### config.mk
export PLATFORM = sky130hd
export DESIGN_NAME = pipeline_stall_controller
export DESIGN_NICKNAME = d
export VERILOG_FILES = /design/src/rtl/pipeline_stall_controller_pkg.sv /design/src/rtl/pipeline_stall_controller_sat_counter.sv /design/src/rtl/pipeline_stall_controller.sv
export SDC_FILE = /design/constraint.sdc
export NUM_CORES = 1
export LEC_CHECK = 0
export ABC_AREA = 0
export ABC_CLOCK_PERIOD_IN_PS = 6500
export CORE_UTILIZATION = 45
export CTS_CLUSTER_SIZE = 8
export DETAILED_ROUTE_END_ITERATION = 7
export DONT_BUFFER_PORTS = 1
export SYNTH_ARGS = -nofsm -noshare
export SYNTH_HDL_FRONTEND = slang
export SYNTH_SLANG_ARGS = --single-unit
### constraint.sdc
create_clock -name clk -period 6.5 [get_ports clk]
set_input_delay 1.3 -clock clk [delete_from_list [all_inputs] [get_ports clk]]
set_output_delay 1.3 -clock clk [all_outputs]
set_load 0.005 [all_outputs]
### src/rtl/pipeline_stall_controller_pkg.sv
`default_nettype none
// ============================================================================
// Module      : pipeline_stall_controller_pkg
// Description : Shared LC-3b pipeline types for the stall controller: the
//               machine word, the controller state encoding and the NOP
//               instruction word that flushed pipeline registers carry.
// Revision    : 1.0 - initial release
// ============================================================================
package pipeline_stall_controller_pkg;

    typedef logic [15:0] lc3b_word;

    typedef enum logic [1:0] {
        S_RUN        = 2'd0,
        S_DMEM_WAIT  = 2'd1,
        S_LU_BUBBLE  = 2'd2,
        S_REDIR_PEND = 2'd3
    } lc3b_pipe_state_t;

    // BR with no condition bits set never branches, so all-zero is a NOP.
    localparam lc3b_word c_lc3b_nop = 16'h0000;

endpackage
`default_nettype wire

### src/rtl/pipeline_stall_controller_sat_counter.sv
`default_nettype none
// ============================================================================
// Module      : sat_counter
// Description : Up-counter that holds at all-ones, with synchronous clear.
// Ports       : clk, rst    - clock, synchronous active-high reset
//               inc         - count one event this cycle
//               clr         - return to zero (wins over inc)
//               q           - current count
//               at_max      - count is all-ones
// Revision    : 1.0 - initial release
// ============================================================================
module sat_counter #(
    parameter int W = 8
) (
    input  logic         clk,
    input  logic         rst,
    input  logic         inc,
    input  logic         clr,
    output logic [W-1:0] q,
    output logic         at_max
);

    logic [W-1:0] r_q;

    assign q      = r_q;
    assign at_max = &r_q;

    always_ff @(posedge clk) begin
        if (rst) begin
            r_q <= '0;
        end else if (clr) begin
            r_q <= '0;
        end else if (inc && !at_max) begin
            r_q <= r_q + W'(1);
        end
    end

endmodule
`default_nettype wire

### src/rtl/pipeline_stall_controller.sv
`default_nettype none
// ============================================================================
// Module      : pipeline_stall_controller
// Description : Central sequencer of the 5-stage LC-3b pipeline. Turns D-cache
//               waits, taken-branch redirects, load-use hazards and I-cache
//               waits (in that priority) into per-stage load enables and
//               NOP-insertion controls, holds a redirect across an in-flight
//               fetch, and keeps saturating stall/flush counters plus a sticky
//               D-cache timeout flag.
// Ports       : clk, rst                      - clock, sync active-high reset
//               ld_use_hazard                 - load in EX/MEM feeds EX
//               icache_read / icache_resp     - fetch outstanding / done
//               dcache_req / dcache_resp      - MEM access outstanding / done
//               br_redirect / br_target       - taken branch from MEM
//               load_pc .. load_mem_wb        - stage register enables
//               flush_if_id, flush_id_ex,
//               bubble_ex_mem                 - load NOP into that register
//               pc_redirect / _target         - PC mux select and address
//               stall_count, flush_count      - performance counters
//               mem_timeout                   - sticky D-cache wait overrun
// Revision    : 1.0 - initial release
// ============================================================================
module pipeline_stall_controller
    import pipeline_stall_controller_pkg::*;
#(
    parameter int PERF_W       = 16,
    parameter int DMEM_TIMEOUT = 255
) (
    input  logic              clk,
    input  logic              rst,
    input  logic              ld_use_hazard,
    input  logic              icache_read,
    input  logic              icache_resp,
    input  logic              dcache_req,
    input  logic              dcache_resp,
    input  logic              br_redirect,
    input  logic [15:0]       br_target,
    output logic              load_pc,
    output logic              load_if_id,
    output logic              load_id_ex,
    output logic              load_ex_mem,
    output logic              load_mem_wb,
    output logic              flush_if_id,
    output logic              flush_id_ex,
    output logic              bubble_ex_mem,
    output logic              pc_redirect,
    output logic [15:0]       pc_redirect_target,
    output logic [PERF_W-1:0] stall_count,
    output logic [PERF_W-1:0] flush_count,
    output logic              mem_timeout
);

    localparam int c_WAIT_W = $clog2(DMEM_TIMEOUT + 1);

    lc3b_pipe_state_t r_state;
    lc3b_pipe_state_t w_next_state;
    lc3b_word         r_target;
    logic             r_mem_timeout;

    logic                w_frozen;
    logic                w_fetch_busy;
    logic                w_redir_accept;
    logic                w_stall_sat;
    logic                w_flush_sat;
    logic                w_wait_sat;
    logic [c_WAIT_W-1:0] w_wait_q;

    assign w_frozen     = dcache_req & ~dcache_resp;
    assign w_fetch_busy = icache_read & ~icache_resp;
    assign mem_timeout  = r_mem_timeout;

    always_comb begin
        w_next_state       = r_state;
        w_redir_accept     = 1'b0;
        load_pc            = 1'b1;
        load_if_id         = 1'b1;
        load_id_ex         = 1'b1;
        load_ex_mem        = 1'b1;
        load_mem_wb        = 1'b1;
        flush_if_id        = 1'b0;
        flush_id_ex        = 1'b0;
        bubble_ex_mem      = 1'b0;
        pc_redirect        = 1'b0;
        pc_redirect_target = r_target;

        if (w_frozen) begin
            // Full freeze. A pending redirect survives the freeze in its own
            // state so the latched target is not lost.
            load_pc     = 1'b0;
            load_if_id  = 1'b0;
            load_id_ex  = 1'b0;
            load_ex_mem = 1'b0;
            load_mem_wb = 1'b0;
            if (r_state != S_REDIR_PEND) begin
                w_next_state = S_DMEM_WAIT;
            end
        end else if (r_state == S_REDIR_PEND) begin
            // Wrong-path fetch data is discarded; newer br_redirect ignored.
            flush_if_id = 1'b1;
            if (w_fetch_busy) begin
                load_pc = 1'b0;
            end else begin
                pc_redirect  = 1'b1;
                w_next_state = S_RUN;
            end
        end else if (br_redirect) begin
            flush_if_id    = 1'b1;
            flush_id_ex    = 1'b1;
            bubble_ex_mem  = 1'b1;
            w_redir_accept = 1'b1;
            if (w_fetch_busy) begin
                w_next_state = S_REDIR_PEND;
            end else begin
                pc_redirect        = 1'b1;
                pc_redirect_target = br_target;
                w_next_state       = S_RUN;
            end
        end else if (ld_use_hazard && (r_state == S_RUN)) begin
            load_pc       = 1'b0;
            load_if_id    = 1'b0;
            load_id_ex    = 1'b0;
            bubble_ex_mem = 1'b1;
            w_next_state  = S_LU_BUBBLE;
        end else begin
            w_next_state = S_RUN;
            if (w_fetch_busy) begin
                load_pc     = 1'b0;
                flush_if_id = 1'b1;
            end
        end
    end

    always_ff @(posedge clk) begin
        if (rst) begin
            r_state       <= S_RUN;
            r_target      <= '0;
            r_mem_timeout <= 1'b0;
        end else begin
            r_state <= w_next_state;
            if (w_redir_accept) begin
                r_target <= br_target;
            end
            // Set on the edge that brings the wait count to DMEM_TIMEOUT.
            if (w_frozen && (w_wait_q == c_WAIT_W'(DMEM_TIMEOUT - 1))) begin
                r_mem_timeout <= 1'b1;
            end
        end
    end

    sat_counter #(.W(PERF_W)) u_stall_cnt (
        .clk    (clk),
        .rst    (rst),
        .inc    (~load_pc & ~w_stall_sat),
        .clr    (1'b0),
        .q      (stall_count),
        .at_max (w_stall_sat)
    );

    sat_counter #(.W(PERF_W)) u_flush_cnt (
        .clk    (clk),
        .rst    (rst),
        .inc    (w_redir_accept & ~w_flush_sat),
        .clr    (1'b0),
        .q      (flush_count),
        .at_max (w_flush_sat)
    );

    sat_counter #(.W(c_WAIT_W)) u_wait_cnt (
        .clk    (clk),
        .rst    (rst),
        .inc    (w_frozen & ~w_wait_sat),
        .clr    (~w_frozen),
        .q      (w_wait_q),
        .at_max (w_wait_sat)
    );

endmodule
`default_nettype wire
Word level (Yosys, flattened, before mapping) --
Cells that the tools add are included.
Storage, ports and cells: register bits 59, output and inout bits 58, logic and storage cells 76
Operators by class: add/sub/neg operators 3, equal/unequal tests 5, muxes and demuxes 36, bitwise logic cells 12, reduce and logical (&&, ||, !) cells 14
Operator list (number):
- 2-to-1 mux 16 bit | 4
- adder 16 x 1 -> 16 bit (second input constant) | 2
- AND reduction 16 bit | 2
- 2-to-1 mux 1 bit | 25
- 2-to-1 mux 2 bit | 7
- adder 8 x 1 -> 8 bit (second input constant) | 1
- == test 8 bit (second input constant) | 1
- AND reduction 8 bit | 1
- NOT 1 bit | 7
- bitwise AND 1 bit | 5
- logical AND 1 bit | 5
- logical NOT 1 bit | 3
- inequality test 3 bit (second input constant) | 1
- == test 2 bit (second input constant) | 1
- logical NOT 2 bit | 1
- inequality test 2 x 1 -> 1 bit (second input constant) | 1
- inequality test 2 bit (second input constant) | 1
- AND reduction 2 bit | 1
- OR reduction 2 bit | 1

Longest topological paths before layout --
Gate-level depths: netlist (run 1).
depth after elaboration 10, depth in mapped cells 8, depth with buffers taken out 6

Modules after synthesis --
Synthesis (run 1) repeated with hierarchy kept, for this count alone.
Unflattened totals: cells, all modules 371, area, all modules 3214.3 um^2
By module, submodules not included:
- sat_counter (u_flush_cnt ...) | times used 2, cells each 97, area each 830.8 um^2, sequential area each 320.3 um^2
- pipeline_stall_controller | times used 1, cells each 132, area each 1127.3 um^2, sequential area each 380.4 um^2
- sat_counter (u_wait_cnt) | times used 1, cells each 45, area each 425.4 um^2, sequential area each 160.2 um^2

Worst setup path after synthesis (run 1) --
OpenSTA, ideal clock, no wires.
path type input port to output port, start input port icache_read, end output port pc_redirect_target[10], arrival 2.624 ns, required time 5.200 ns, path slack 2.576 ns, stages 5, path buffers 1, path through nor2b_1 -> nor2_1 -> nand2_1 -> clkbuf_1 -> mux2_1
On the way: word-level cells in the longest chain between the ends 5
Ends and longest elaborated chain:
- start: declaration | RTL line pipeline_stall_controller.sv:32 | input logic icache_read,
- bitwise AND 1 bit | RTL line pipeline_stall_controller.sv:69 | assign w_fetch_busy = icache_read & ~icache_resp;
- 2-to-1 mux 16 bit | RTL line pipeline_stall_controller.sv:111 | if (w_fetch_busy) begin
- 2-to-1 mux 16 bit | RTL line pipeline_stall_controller.sv:106 | end else if (br_redirect) begin
- 2-to-1 mux 16 bit | RTL line pipeline_stall_controller.sv:97 | end else if (r_state == S_REDIR_PEND) begin
- 2-to-1 mux 16 bit | RTL line pipeline_stall_controller.sv:86 | if (w_frozen) begin
- end: declaration | RTL line pipeline_stall_controller.sv:47 | output logic [15:0] pc_redirect_target,
Every way passes these cells.

Final worst setup path (run 1) --
start input port dcache_req, end output port flush_id_ex
On the way: word-level cells in the longest chain between the ends 2
Ends and longest elaborated chain:
- start: declaration | RTL line pipeline_stall_controller.sv:34 | input logic dcache_req,
- bitwise AND 1 bit | RTL line pipeline_stall_controller.sv:68 | assign w_frozen = dcache_req & ~dcache_resp;
- 2-to-1 mux 1 bit | RTL line pipeline_stall_controller.sv:86
- end: declaration | RTL line pipeline_stall_controller.sv:44 | output logic flush_id_ex,
Every way passes these cells.

==> results of run 1 <==
## metrics by stage
step / hold slack [ns] / setup slack (ns) / total power, mW / instance area (um^2)
final: 0.4485 / 2.152 / 0.7656 / 3308
after global routing: 0.4768 / 1.850 / 0.7965 / 3308
after CTS: 0.4515 / 2.095 / 0.7723 / 3308
after detailed placement: 0.4420 / 2.098 / 0.4393 / 3115
after global placement: 0.4338 / 2.170 / 0.4381 / 3115
after floorplan: 0.4339 / 2.576 / 0.4352 / 3084
## kinds of logic after synthesis
family | synth area share, %
simple gates | 28.68
compound gates | 16.31
flops | 38.30
mux | 10.18
buf+inv | 3.488
xor+xnor | 1.420
fa+ha+maj | 1.623
## worst max path at each step
stage / slack, ns / depth (start not counted) / from / end
3_5_place_dp: 2.10 / 4 / dcache_req / flush_id_ex
6_report: 2.15 / 4 / dcache_req / flush_id_ex
3_3_place_gp: 2.17 / 4 / dcache_req / flush_id_ex
5_1_grt: 1.85 / 4 / dcache_req / flush_id_ex
4_1_cts: 2.09 / 4 / dcache_req / flush_id_ex
2_1_floorplan: 2.58 / 5 / icache_read / pc_redirect_target[10]
## worst max-delay path: stages
cell and delay (ns):
nor2b_1 0.60, inv_2 0.20, nand2_1 0.61, inv_2 0.33
## cell type report
cell class / instances / area [um^2] / area share, %
Multi-Input combinational cell: 283 / 1800 / 54.43
Tap cell: 77 / 96.34 / 2.912
Sequential cell: 59 / 1181 / 35.70
Inverter: 6 / 22.52 / 0.6808
Clock inverter: 6 / 55.05 / 1.664
Clock buffer: 10 / 137.6 / 4.160
Timing Repair Buffer: 2 / 15.01 / 0.4539
## power by group
part	switching (mW)	internal (mW)	leakage (nW)	total, mW
logic	0.0309	0.0207	0.553	0.0516
registers	0.00827	0.371	0.479	0.379
clock network	0.151	0.184	0.106	0.335
total	0.190	0.575	1.14	0.766
## flip-flops by register name (all words and copies together), names as in the netlist
register / count
u_stall_cnt.q: 16
u_wait_cnt.q: 8
u_flush_cnt.q: 16
r_target: 16
mem_timeout: 1
r_state: 2
## layer usage
metal  GRT usage [%]  share of wire (%)  routed length (um)  up-vias
met3           6.490                8.4                 592        9
li1                -                  -                   -     1354
met4           10.17                1.8                 125        0
met1           24.50                 43                3034     1258
met5               0                  0                   0        -
met2           32.37                 47                3277       80
## cells in the mapped netlist, types with 3 or more instances
cell type	count	share of area (%)
dfxtp_1	59	38
nand2_1	47	5.7
a21oi_1	42	6.8
mux2_1	27	9.9
nor2_1	26	3.2
clkbuf_1	15	1.8
nor2b_1	15	3.0
nand3_1	14	2.3
or4_1	14	3.4
o31ai_1	12	2.9
nand4_1	10	2.0
nor3_1	7	1.1
and4_1	6	1.7
nor4_1	6	1.2
and3_1	4	0.81
ha_1	4	1.6
inv_1	4	0.49
nand2b_1	4	0.81
a211oi_1	3	0.73
and2_1	3	0.61
o21ai_1	3	0.49
xnor2_1	3	0.85
==> results.cfg, run 1 <==
[synthesis]
synth.distinct_cells = 50
syn_avg_cell_area_um2 = 8.381
synth_edf_count = 0
ys_seq_area_share_pct = 38.30
yosys_warnings = 0
ys_seq_elements = 59
postSynth.asyncResetShare_pct = 0
syn_nets = 396
synthFlopType = dfxtp_1
syn_area_mm2 = 0.003084
synth_cells = 368

[power_and_ir_drop]
ir_worst_vdd_uv = 119.4
leakage_nw = 1.138
p_per_area_mw_per_mm2 = 231.4

[clock_tree]
cts-root-buf = clkbuf_8
cts_tree = yes
clock_path_buffers = 2
cts_made_buffers = 9
post_cts_buffers = 0
cts_htree_levels = 3
clock-sinks = 59
hold_buffers = 0
cts_resized = 0
clock_latency_ns = 0.34
clkTransAtPathRegs_ns = 0.07

[sta]
skew_ns = 0.006927
rsz0062_at_grt = false
tightest_slew_ns = 0.7582
fmax_mhz = 230.0
slew_headroom_pct = 49.35
finalSetupTns_ns = 0
finalCriticalPeriod_ns = 4.348
slew_violations = 0
fin_crit_sh_pct = 66.89
setup_viol = 0
hold_viol_final = 0

[drt]
vias_per_cell = 6.097
via_count = 2701
wire_per_inst_um = 15.87
drt_iter0_markers = 122
drt_wl_total_mm = 7.030
drtPass1Iterations = 8
postRouteAntennaNets = 0
drc_errors = 7

[setup_path]
cp.required_ns = 5.20
r2r-start = u_stall_cnt.q[0]$_SDFFE_PP0P_
cp-start-kind = input port
end_kind = primary output
worstReg2RegEnd = u_stall_cnt.q[6]$_SDFFE_PP0P_
crit_arrival_ns = 3.05
ff2ff_setup_slack_ns = 4.26
cp_max_fo = 23
worstRegToRegCells = 6
worstSetupPathType = input port to primary output

[finish]
final_util_pct = 50.93
final_cell_mix = dfxtp_1, nand2_1, a21oi_1, mux2_1, nor2_1
nNetsFinal = 389
drive_gt1_share_pct = 6.557
syn_to_final_growth_pct = 7.262
fillCellCount = 627
diodes = 0
mostFrequentLayoutCell = dfxtp_1
stdcell_count = 443

[die]
coreArea_mm2 = 0.006495
die_width_um = 84.79
start_util_pct = 47.49
io_pins = 82
design.die.area_mm2 = 0.007189
row_count = 29
die_y_um = 84.79

[placement]
gp_congestion = 0.7507
port_buffers = 0
dpl.cell_count = 427
dp_hpwl_mm = 4.781

[grt]
grt_max_degree = 65
grt_overflow = 0
grt_pass1_vias = 2462
grt_antenna_before_repair = 0
track_usage_pct = 20.24
grt_pass1_wl_mm = 11.68

[worst_hold_path]
hold_class = flop to flop
hold_depth = 2
holdCritStartpoint = r_target[0]$_SDFFE_PP0P_
holdPathEnd = r_target[0]$_SDFFE_PP0P_

[status]
violations = design-rule violations
outcome = complete, but fails checks

[run]
maxCapViolCount = 0
Note: power is estimated with default switching activity, not from simulation.
==> run 2: changes to the inputs <==
- ABC_CLOCK_PERIOD_IN_PS: 6500 -> 4400
- clock period: 6.5 -> 4.4 ns (I/O delays scaled with it)
==> run 2 against run 1 <==
  * Cell count increased by 0.45%
  * Largest power group unchanged
  * Clock skew is 0.0013 ns lower
  * Hold slack about the same
  * Power rose by 47%
  * Largest cell class unchanged
  * The flow still finishes with violations (design-rule violations)
==> results.cfg, run 2 (synthesized netlist as in run 1, its figures left out) <==
[setup_path]
end_kind = primary output
r2r-start = u_stall_cnt.q[0]$_SDFFE_PP0P_
max_stage_delay_ns = 0.53
cp.required_ns = 3.52
worstRegToRegCells = 6
worstSetupPathType = input port to primary output
crit_arrival_ns = 2.35
cp_max_fo = 16
worstReg2RegEnd = u_stall_cnt.q[6]$_SDFFE_PP0P_
ff2ff_setup_slack_ns = 2.14
crit_slowest_cell = nand2_1
worstPathCellList = nor2b_1 > nor2_1 > nand2_1 > mux2_1
cp-start-kind = input port

[worst_hold_path]
hold_class = flop to flop
holdCritStartpoint = r_target[2]$_SDFFE_PP0P_
hold_depth = 2
holdPathEnd = r_target[2]$_SDFFE_PP0P_

[sta]
finalSetupTns_ns = 0
rsz0062_at_grt = false
slew_violations = 0
hold_viol_final = 0
finalCriticalPeriod_ns = 3.226
tightest_slew_ns = 0.7049
fin_ws_ns = 1.174
setup_viol = 0
fmax_mhz = 310.0
skew_ns = 0.005604
fin_crit_sh_pct = 73.31
slew_headroom_pct = 52.65

[status]
violations = design-rule violations
outcome = complete, but fails checks

[finish]
drive_gt1_share_pct = 7.065
mostFrequentLayoutCell = dfxtp_1
nNetsFinal = 391
syn_to_final_growth_pct = 7.749
final_cell_mix = dfxtp_1, nand2_1, a21oi_1, mux2_1, nor2_1
diodes = 0

[power_and_ir_drop]
p_per_area_mw_per_mm2 = 338.1
leakage_nw = 1.137
ir_worst_vdd_uv = 180.7

[placement]
gp_congestion = 0.7498
port_buffers = 0
dp_hpwl_mm = 4.795
dpl_worst_slack_ns = 1.121

[clock_tree]
clock-sinks = 59
cts-root-buf = clkbuf_8
cts_htree_levels = 3
clock_latency_ns = 0.34
cts_tree = yes
hold_buffers = 0
post_cts_buffers = 0
clkTransAtPathRegs_ns = 0.07
cts_resized = 0
clock_path_buffers = 2
cts_made_buffers = 9

[die]
io_pins = 82
die_y_um = 84.79
design.die.area_mm2 = 0.007189
coreArea_mm2 = 0.006495
start_util_pct = 47.49
row_count = 29
die_width_um = 84.79

[drt]
postRouteAntennaNets = 0
drc_errors = 7
via_count = 2714
drt_iter0_markers = 112
drt_wl_total_mm = 7.012
highest_layer = met4
vias_per_cell = 6.099
wire_per_inst_um = 15.76
wl_met1_mm = 3.135
wl_met3_um = 436
drtPass1Iterations = 7
wl_met2_mm = 3.340

[run]
maxCapViolCount = 0

[grt]
grt_max_degree = 65
grt_pass1_wl_mm = 11.69
track_usage_pct = 20.22
grt_antenna_before_repair = 0
grt_overflow = 0
grt_pass1_vias = 2459
[run 2: final cells by class]
type | count | area, um^2
Timing Repair Buffer | 4 | 30.03
Inverter | 6 | 22.52
Fill cell | 607 | 3172
Clock inverter | 7 | 68.82
Tap cell | 77 | 96.34
Multi-Input combinational cell | 283 | 1800
Sequential cell | 59 | 1181
Clock buffer | 9 | 123.9
[run 2: through the flow]
step / power (mW) / util (%) / std cells / cell area, um^2 / hold slack (ns)
final: 1.124 / 51.17 / 445 / 3323 / 0.4482
after global routing: 1.176 / 51.17 / 445 / 3323 / 0.4713
after CTS: 1.138 / 51.17 / 445 / 3323 / 0.4514
after detailed placement: 0.6514 / 48.20 / 429 / 3131 / 0.4415
after global placement: 0.6490 / 48.20 / 429 / 3131 / 0.4346
after floorplan: 0.6430 / - / 368 / 3084 / 0.4339
[run 2: how the worst max path moves through the flow]
stage | endpoint | cells past startpoint | startpoint | slack [ns]
after CTS | pc_redirect_target[9] | 4 | icache_read | 1.12
final | pc_redirect_target[9] | 4 | icache_read | 1.17
after floorplan | pc_redirect_target[10] | 5 | icache_read | 1.32
after global placement | pc_redirect_target[1] | 4 | icache_read | 1.22
after detailed placement | pc_redirect_target[9] | 4 | icache_read | 1.12
after global routing | pc_redirect_target[3] | 4 | icache_read | 1.00
[run 2: per-layer routing]
layer,GRT usage (%),vias to the layer above
met4,7.396,0
met3,6.883,8
met1,25.58,1279
met5,0,-
li1,-,1361
met2,32.00,66
[run 2: power by group]
part	switching (mW)	internal (mW)
Clock	0.226	0.259
Sequential	0.0123	0.548
Combinational	0.0467	0.0318
[run 2: critical path, delay by kind of cell]
family / cells / cell delay, ns
multiplexers: 1 / 0.42
AND/OR/NAND/NOR: 3 / 1.05
